## src/rtl/qracc_sram_arbiter.sv

```systemverilog
// rtl/qracc_sram_arbiter.sv - two-requester round-robin arbiter in front of a single-port SRAM
// Optional read timeout enabled by defining QRACC_SRAM_ARB_TIMEOUT_EN.
module qracc_sram_arbiter #(
    parameter int numRows = 128,
    parameter int numCols = 32,
    localparam int AW = $clog2(numRows)
) (
    input  logic               clk,
    input  logic               rst,

    input  logic               m0_rq_valid_i,
    input  logic               m0_rq_wr_i,
    input  logic [AW-1:0]      m0_addr_i,
    input  logic [numCols-1:0] m0_wr_data_i,
    output logic               m0_rq_ready_o,
    output logic               m0_rd_valid_o,
    output logic [numCols-1:0] m0_rd_data_o,

    input  logic               m1_rq_valid_i,
    input  logic               m1_rq_wr_i,
    input  logic [AW-1:0]      m1_addr_i,
    input  logic [numCols-1:0] m1_wr_data_i,
    output logic               m1_rq_ready_o,
    output logic               m1_rd_valid_o,
    output logic [numCols-1:0] m1_rd_data_o,

    output logic               sram_rq_valid_o,
    output logic               sram_rq_wr_o,
    output logic [AW-1:0]      sram_addr_o,
    output logic [numCols-1:0] sram_wr_data_o,
    input  logic               sram_rq_ready_i,
    input  logic               sram_rd_valid_i,
    input  logic [numCols-1:0] sram_rd_data_i,

    output logic               busy_o,
    output logic               owner_o,
    output logic               error_o
);

    typedef enum logic [1:0] {S_IDLE, S_ISSUE, S_WAIT_RD} state_t;

    state_t               state, state_nx;
    logic                 rr_last;
    logic                 owner;
    logic                 hold_wr;
    logic [AW-1:0]        hold_addr;
    logic [numCols-1:0]   hold_data;
    logic                 grant_any;
    logic                 grant_id;
    logic                 rd_capture;
    logic                 timeout;
    logic                 rd_valid0, rd_valid1;
    logic [numCols-1:0]   rd_data0, rd_data1;

    // On a tie the requester that did not win last time gets the grant.
    always_comb begin
        grant_any = 1'b0;
        grant_id  = 1'b0;
        if (state == S_IDLE) begin
            if (m0_rq_valid_i && m1_rq_valid_i) begin
                grant_any = 1'b1;
                grant_id  = ~rr_last;
            end else if (m0_rq_valid_i) begin
                grant_any = 1'b1;
                grant_id  = 1'b0;
            end else if (m1_rq_valid_i) begin
                grant_any = 1'b1;
                grant_id  = 1'b1;
            end
        end
    end

    assign rd_capture = (state == S_WAIT_RD) && sram_rd_valid_i;

`ifdef QRACC_SRAM_ARB_TIMEOUT_EN
    logic [7:0] wait_cnt;
    logic       error_q;

    // Count stays at zero outside S_WAIT_RD, so every wait starts fresh.
    assign timeout = (state == S_WAIT_RD) && !sram_rd_valid_i && (wait_cnt == 8'd254);

    always_ff @(posedge clk) begin
        if (rst) begin
            wait_cnt <= 8'd0;
            error_q  <= 1'b0;
        end else begin
            if (state == S_WAIT_RD && !timeout && !sram_rd_valid_i)
                wait_cnt <= wait_cnt + 8'd1;
            else
                wait_cnt <= 8'd0;
            if (timeout)
                error_q <= 1'b1;
        end
    end

    assign error_o = error_q;
`else
    assign timeout = 1'b0;
    assign error_o = 1'b0;
`endif

    always_comb begin
        state_nx = state;
        case (state)
            S_IDLE:    if (grant_any) state_nx = S_ISSUE;
            S_ISSUE:   if (sram_rq_ready_i) state_nx = hold_wr ? S_IDLE : S_WAIT_RD;
            S_WAIT_RD: if (rd_capture || timeout) state_nx = S_IDLE;
            default:   state_nx = S_IDLE;
        endcase
    end

    always_ff @(posedge clk) begin
        if (rst) begin
            state     <= S_IDLE;
            rr_last   <= 1'b1;
            owner     <= 1'b0;
            hold_wr   <= 1'b0;
            hold_addr <= '0;
            hold_data <= '0;
            rd_valid0 <= 1'b0;
            rd_valid1 <= 1'b0;
            rd_data0  <= '0;
            rd_data1  <= '0;
        end else begin
            state     <= state_nx;
            rd_valid0 <= rd_capture && !owner;
            rd_valid1 <= rd_capture && owner;
            if (grant_any) begin
                rr_last   <= grant_id;
                owner     <= grant_id;
                hold_wr   <= grant_id ? m1_rq_wr_i   : m0_rq_wr_i;
                hold_addr <= grant_id ? m1_addr_i    : m0_addr_i;
                hold_data <= grant_id ? m1_wr_data_i : m0_wr_data_i;
            end
            if (rd_capture) begin
                if (owner)
                    rd_data1 <= sram_rd_data_i;
                else
                    rd_data0 <= sram_rd_data_i;
            end
        end
    end

    assign m0_rq_ready_o   = grant_any && !grant_id;
    assign m1_rq_ready_o   = grant_any && grant_id;
    assign m0_rd_valid_o   = rd_valid0;
    assign m1_rd_valid_o   = rd_valid1;
    assign m0_rd_data_o    = rd_data0;
    assign m1_rd_data_o    = rd_data1;

    assign sram_rq_valid_o = (state == S_ISSUE);
    assign sram_rq_wr_o    = (state == S_ISSUE) && hold_wr;
    assign sram_addr_o     = (state == S_ISSUE) ? hold_addr : '0;
    assign sram_wr_data_o  = (state == S_ISSUE) ? hold_data : '0;

    assign busy_o          = (state != S_IDLE);
    assign owner_o         = owner;

endmodule

```

## config.mk

```make
export PLATFORM = sky130hd
export DESIGN_NAME = qracc_sram_arbiter
export DESIGN_NICKNAME = d
export VERILOG_FILES = /design/src/rtl/qracc_sram_arbiter.sv
export SDC_FILE = /design/constraint.sdc
export NUM_CORES = 1
export LEC_CHECK = 0
export ABC_CLOCK_PERIOD_IN_PS = 1700
export BUFFER_PORTS_ARGS = -buffer_cell sky130_fd_sc_hd__buf_2
export CORE_MARGIN = 2
export CORE_UTILIZATION = 40
export CTS_CLUSTER_SIZE = 10
export DETAILED_ROUTE_END_ITERATION = 10
export PLACE_DENSITY_LB_ADDON = 0.1
export SYNTH_ARGS = -nofsm -noshare
export SYNTH_HDL_FRONTEND = slang
export SYNTH_SLANG_ARGS = --single-unit
export TNS_END_PERCENT = 1
```

## constraint.sdc

```tcl
create_clock -name clk -period 1.7 [get_ports clk]
set_input_delay 0.34 -clock clk [delete_from_list [all_inputs] [get_ports clk]]
set_output_delay 0.34 -clock clk [all_outputs]
set_load 0.01 [all_outputs]
```

==> results.md, run 1 <==
Synthesis:
- The most common cell in the synthesized netlist is nand2_1.
- The flop and latch count out of synthesis is 110.
- By area the synthesized netlist is led by dfxtp_1, nand2_1, nand3_1, a21oi_1, a31oi_1.
- For this run, the number of Yosys warnings is 0.
- Summed over all instances, the cell type with the most area after synthesis is dfxtp_1.
- Yosys mapped the design onto 29 distinct sky130hd cell types.
- The number of nets produced by synthesis is 705.
- The synthesized design contains 0 enable-type register cells.
- The most used flip-flop cell after synthesis is dfxtp_1.
- The register area share after synthesis is 48.0%.
- After synthesis, the largest area contributor takes up 48.0% of total cell area.
- In the synthesized netlist, the number of instances is 587.
- After synthesis, the share of flip-flops with an asynchronous set or reset is 0%.
- By count the netlist is led by nand2_1, dfxtp_1, nand3_1, a21oi_1, a31oi_1.
- The synthesized cell area is 4590 um2.
- Averaged over all synthesized cells, the footprint is 7.82 um2.

Clock tree:
- The H-tree generated during clock tree synthesis spans 3 levels.
- The latest clock arrival within the worst-skew pair is 350 ps.
- The number of setup buffers added after CTS is 0.
- The CTS buffer count is 9.
- The clock drives 110 sinks.
- Hold repair after CTS inserted 0 buffers.
- The CTS tree is done.
- The clock passes through at most 2 buffers.
- Clock-pin slew was measured on the worst setup and hold paths at 70 ps.
- The cell at the root of the clock tree is clkbuf_16.

Placement:
- OpenSTA, run right after detailed placement, puts the worst setup slack at 209 ps.
- The placed instance area is 5870 um2.
- The half-perimeter wire length after placement is 9270 um.
- The number of input and output port buffers inserted is 228.
- The final RePlAce weighted congestion is 0.801.

Setup path:
- The kind of capture point of the worst setup path is a primary output.
- The arrival time of the worst setup path is 1420 ps.
- The worst register-to-register path ends at m0_rd_data_o[8].
- By startpoint and endpoint, the worst setup path is classified as flip-flop to primary output.
- The worst register-to-register path begins at state[0].
- STA classifies the critical path startpoint as a flip-flop.
- The worst-path maximum fanout is 14.
- The endpoint required time on the critical path is 1360 ps.
- The slack of the worst reg-to-reg path is 350 ps.
- The number of cells on the worst reg-to-reg path is 5.

GRT:
- Entering global routing, the biggest net connects 56 pins.
- The number of antenna violations at the first check in global routing is 0.
- For this run, the total global-route usage over all layers was measured as 21.6%.
- The global-route met1 utilization is 26.3%.
- The overflow left after global routing is 0.
- met2 is the most crowded layer.
- The number of global-route vias before repair is 4563.
- The wire length of the first global-routing pass is 22000 um.
- Global routing consumed, on the met2 layer, 36.9% of the routing resources.
- For met3 alone, demand over resource in global routing was 4.76%.

Drt:
- The detailed-route DRC error count is 0.
- The number of violations reported at the end of detailed-routing iteration 0 is 372.
- The wire length per cell is 14.9 um.
- The count of vias placed by the detailed router is 4852.
- In the routed layout, each cell is associated on average with a via count of 5.19.
- Summed over all layers, the routed wires come to 13900 um.
- The number of iterations in the first detailed-routing pass is 7.
- The remaining antenna violation count after routing is 0.

STA:
- Dividing the final minimum period by the clock period gives 104%.
- Between clock sinks in the finished design, the worst skew comes to 9.74 ps.
- Setup violations remaining at the end of the flow were counted as 41.
- Setup repair after global routing could not meet its margin everywhere.
- Timing would allow up to 568 MHz.
- Adding up every negative setup slack in the final design gives -1270 ps.
- Setup slack on the critical path of the routed design comes to -61.5 ps.
- Counting I/O delays and the setup requirement, the final critical path takes 1760 ps.
- The final hold violation count is 0.
- The final count of pins violating max slew is 0.
- Across all hold checks on the routed design, the worst slack comes to 230 ps.

Min path:
- The startpoint of the most critical hold path is sram_rd_data_i[24].
- In this run the worst hold path is classified as primary input to flip-flop.
- The count of cells along the worst hold path is 3.
- The hold path endpoint is m0_rd_data_o[24].

Power:
- The static power due to leakage is 2.74 nW.
- Internal power comes to 0.00410 W.
- The net switching component of the power is 0.00152 W.
- The power share of the clock group is 35.7%.
- Per report_power, the sequential group accounts for 49.0% of the total.
- Combinational logic burns 15.4% of the power.
- The power density relative to cell area is 904 nW/um2.
- VDD sags by at most 494 uV.
- Of the total power, the share spent switching nets is 27.0%.

Die:
- The core footprint is 11300 um2.
- The die is 111 um tall.
- The die is 111 um wide.
- In this run the count of I/O pins placed on the die edge is 230.
- After floorplanning, the core was divided into 39 placement rows.
- The effective utilization at floorplan is 40.5%.
- The area enclosed by the die boundary is 12300 um2.

Flow run:
- The max-cap check violation count is 0.

Layout:
- In the final layout, the share of cells above drive strength 1 is 34.7%.
- The footprint of the flip-flops and latches is 2200 um2.
- The layout net count is 905.
- The total area of multi-input combinational cells is 2110 um2.
- The area overhead of the layout relative to synthesis is 35.6%.
- After routing the design area is 6220 um2.
- The repair_antennas step left the layout with diodes totalling 0.
- The number of filler instances in the final layout is 1067.

Run status:
- The final reports fail on negative setup slack.
- The flow ran to the end, but the final reports show violations.
-- through the flow --
stage	std cells	utilization, %	power [W]
after floorplan	587	-	0.00326
after global placement	918	51.9	0.00363
after detailed placement	918	51.9	0.00364
after CTS	934	54.5	0.00565
after global routing	935	54.9	0.00588
final	935	54.9	0.00562
-- worst max-delay path by stage --
stage              from                 end  slack, ps
5_1_grt        state[1]  sram_wr_data_o[30]       -120
4_1_cts        state[0]      sram_addr_o[6]        -60
2_1_floorplan  state[1]      sram_addr_o[0]        270
3_3_place_gp   state[1]              busy_o        220
3_5_place_dp   state[1]              busy_o        210
6_report       state[1]  sram_wr_data_o[30]        -60
-- flip-flops by register name, indices dropped and copies added, names as in the netlist, 2 cells and up --
signal and flops:
m1_rd_data_o 32, hold_data 32, m0_rd_data_o 32, state 2, hold_addr 7
-- metal layers --
layer / up-vias / wire length [um]
met5: - / 0
met4: 0 / 359
met3: 26 / 958
met2: 209 / 6670
met1: 2217 / 5920
li1: 2400 / -
-- final cells by class --
class | count | share of cell area (%)
tap | 143 | 2.88
clock inverter | 6 | 0.704
clock buffer | 10 | 3.84
inverter | 3 | 0.221
timing repair buffer | 247 | 22.9
multi-input combinational | 416 | 34.0
sequential | 110 | 35.4
-- power groups by stage --
stage	Combinational, W	Clock (W)	Sequential [W]
after global placement	0.000818	0	0.00281
after global routing	0.000944	0.00217	0.00276
final	0.000864	0.00200	0.00275
after detailed placement	0.000828	0	0.00281
after floorplan	0.000461	0	0.00279
after CTS	0.000838	0.00206	0.00275
-- kinds of logic after synthesis --
group	after synthesis	synth area share (%)
flip-flops	110	48.0
AO/OA/AOI/OAI	151	17.8
other	1	0.0817
AND/OR/NAND/NOR	264	27.2
buffers and inverters	61	6.93
-- timing repair --
item	in CTS	in global routing
gates cloned	0	1
hold endpoints to repair	0	0
resized for setup	5	8
pin swaps	0	3
endpoints found under the setup margin	43	43
-- cells in the final DEF (no fill, tap or decap), types with 8 or more instances in the layout --
cell and n:
buf_12 8, a21oi_1 66, a31oi_1 41, clkbuf_16 10, dfxtp_1 109, nand3_1 80, o21ai_0 37, buf_2 224
nand2_1 128, buf_4 10, and2_1 38
-- critical path, stage by stage, from the launching register on --
cell and delay [ps]:
dfxtp_2 340, and2b_4 300, clkbuf_16 180, and2_1 130
buf_2 130
Power figures use the tool's default switching activity.
==> inputs of run 2 (changes only) <==
--- a/config.mk
+++ b/config.mk
@@ -11,6 +11,7 @@
 export CORE_UTILIZATION = 40
 export CTS_CLUSTER_SIZE = 10
 export DETAILED_ROUTE_END_ITERATION = 10
+export MAX_ROUTING_LAYER = met4
 export PLACE_DENSITY_LB_ADDON = 0.1
 export SYNTH_ARGS = -nofsm -noshare
 export SYNTH_HDL_FRONTEND = slang
==> run 2 against run 1 <==
  * The flow still finishes with violations (negative setup slack)
  * Worst hold slack worse by 0.80 ps
  * Maximum frequency about the same
  * Power about the same
  * Design area unchanged
  * Utilization unchanged
  * Global-route usage up 0.60 points
  * Combinational power about the same
  * Sequential power about the same
  * Largest power group unchanged
==> results.md, run 2 (synthesized netlist as in run 1, its figures left out) <==
Clock tree:
- The number of setup buffers added after CTS is 0 (unchanged).
- The CTS H-tree depth was 3 (unchanged).
- The CTS buffer count came to 9 (unchanged).
- The buffer depth of the longest clock path came to 2 (unchanged).
- The clock input transition at the sequential cells of the worst setup and hold paths was 70 ps (about the same).
- The number of hold-repair buffers added at the cts stage was 0 (unchanged).
- The tree is rooted in a clkbuf_16.
- The total clock sinks is 110 (unchanged).
- TritonCTS built the clock tree.
- The latest clock arrival within the worst-skew pair was 350 ps (about the same).

Run status:
- The run finished, with violations left.
- The checks that failed: negative setup slack.

Placement:
- The final RePlAce weighted congestion is 0.813 (+1.4%).
- The placed instance area is 5870 um2 (unchanged).
- The number of input and output port buffers inserted was 228 (unchanged).
- The half-perimeter wire length after placement is 9270 um (unchanged).
- The number of cells in the design after placement is 918 (unchanged).
- The pre-CTS worst setup slack is 209 ps (unchanged).

Setup path:
- The kind of capture point of the worst setup path is a primary output.
- The worst-path maximum fanout came to 14 (unchanged).
- The count of cells along the worst register-to-register path came to 5 (unchanged).
- The classification of the worst setup path is flip-flop to primary output.
- The arrival time of the worst setup path is 1420 ps (about the same).
- The end of the worst register-to-register path is m0_rd_data_o[8].
- The endpoint required time on the critical path is 1360 ps (about the same).
- The slack of the worst reg-to-reg path is 350 ps (about the same).
- STA classifies the critical path startpoint as a flip-flop.
- The start of the worst register-to-register path is state[0].

STA:
- The final hold violation count came to 0 (unchanged).
- Setup repair after global routing could not meet its margin everywhere.
- The top achievable clock speed is 568 MHz (about the same).
- The clock skew after layout is 9.20 ps (-0.548 ps).
- The final setup violation count came to 41 (unchanged).
- The final count of pins violating max slew is 0 (unchanged).
- The final worst-path cycle share is 104% (about the same).
- The final worst-path setup slack is -62.0 ps (-0.466 ps).
- The post-layout minimum cycle time is 1760 ps (+0.466 ps).
- The aggregate negative setup slack is -1370 ps (-99.5 ps).

Layout:
- The library cell used most frequently in the layout, excluding fill and tap cells, is buf_2.
- The library cells used most frequently in the layout, excluding fill and tap cells, are buf_2, nand2_1, dfxtp_1, nand3_1, a21oi_1.
- The final core area utilization was 54.9% (unchanged).
- The fraction of final layout cells sized beyond drive strength 1 is 34.7% (unchanged).
- The area overhead of the layout relative to synthesis is 35.6% (unchanged).
- The layout net count is 905 (unchanged).
- The number of diodes added for antenna fixing is 0 (unchanged).
- The final cell count without fillers came to 935 (unchanged).
- The final design area excluding fillers is 6220 um2 (unchanged).

Drt:
- The wire length per cell is 14.8 um (-0.40%).
- The number of violations reported at the end of detailed-routing iteration 0 is 365 (-1.9%).
- The total routed wirelength is 13900 um (-0.40%).
- The count of vias placed by the detailed router came to 4846 (-0.12%).
- The via count normalized by instance count is 5.18 (-0.12%).
- The number of iterations in the first detailed-routing pass was 6 (-1).
- The remaining antenna violation count after routing is 0 (unchanged).
- The detailed-route DRC error count was 0 (unchanged).

Die:
- The I/O pin total was 230 (unchanged).
- The area enclosed by the die boundary is 12300 um2 (unchanged).
- The die width is 111 um (unchanged).
- The number of placement rows was 39 (unchanged).
- The core footprint is 11300 um2 (unchanged).
- The effective utilization at floorplan is 40.5% (unchanged).
- The die boundary height is 111 um (unchanged).

Flow run:
- The max-cap check violation count is 0 (unchanged).

GRT:
- The pin count of the biggest net entering global routing is 56 (unchanged).
- The overflow left after global routing came to 0 (unchanged).
- The number of antenna violations at the first check in global routing is 0 (unchanged).
- The number of global-route vias before repair is 4573 (+0.22%).
- The wire length of the first global-routing pass is 22000 um (-0.19%).
- The total global-route track usage came to 22.2% (+0.60 points).

Min path:
- For hold timing, the worst endpoint is m0_rd_data_o[24].
- The count of cells along the worst hold path is 3 (unchanged).
- The path class of the tightest hold or removal check is primary input to flip-flop.
- The startpoint of the most critical hold path is sram_rd_data_i[24].

Power:
- The power density relative to cell area is 904 nW/um2 (about the same).
- The static power due to leakage is 2.74 nW (unchanged).
- The worst vdd rail ir drop is 495 uV (about the same).
==> run 2: cell counts in the layout (fill, tap and decap cells not counted) <==
No cell type changed its count.
==> run 2: final cells by class <==
| type | instances | area (um2) |
|---|---|---|
| fillers | 1067 | 5100 |
| flip-flops and latches | 110 | 2200 |
| multi-input cells | 416 | 2110 |
| repair buffers | 247 | 1430 |
| clock buffers | 10 | 239 |
| well taps | 143 | 179 |
| clock inverters | 6 | 43.8 |
| inverters | 3 | 13.8 |
==> run 2: worst max-delay path by stage <==
stage	cells after the start	from	to	slack (ps)
global route	4	state[1]	sram_wr_data_o[30]	-120
detailed placement	3	state[1]	busy_o	210
global placement	3	state[1]	busy_o	220
floorplan	4	state[1]	sram_addr_o[0]	270
CTS	4	state[0]	sram_addr_o[6]	-60
finish	4	state[1]	sram_wr_data_o[30]	-60
==> run 2: stage by stage <==
stage               hold WS [ps]  power, W
floorplan                    469   0.00326
global placement             438   0.00363
detailed placement           443   0.00364
CTS                          224   0.00565
global route                 226   0.00588
finish                       229   0.00562
==> run 2: worst max-delay path, stage by stage (launching register included) <==
cell	delay, ps
dfxtp_2	340
and2b_4	300
clkbuf_16	180
and2_1	130
buf_2	130
==> run 2: metal layers <==
layer | track usage [%] | wire length (um)
met1 | 26.6 | 5930
met2 | 36.9 | 6680
met3 | 4.05 | 881
met4 | 8.89 | 367
met5 | - | 0
==> run 2: power breakdown <==
group / switching [W] / internal [W] / leakage, nW
logic: 0.000492 / 0.000372 / 1.71
registers: 0.0000609 / 0.00269 / 0.895
clock network: 0.000965 / 0.00104 / 0.139
==> run 2: timing repair <==
| action | in CTS | in global routing |
|---|---|---|
| gates cloned | 0 | 1 |
| endpoints found under the setup margin | 43 | 43 |
| pin swaps | 0 | 3 |
| resized for setup | 5 | 8 |
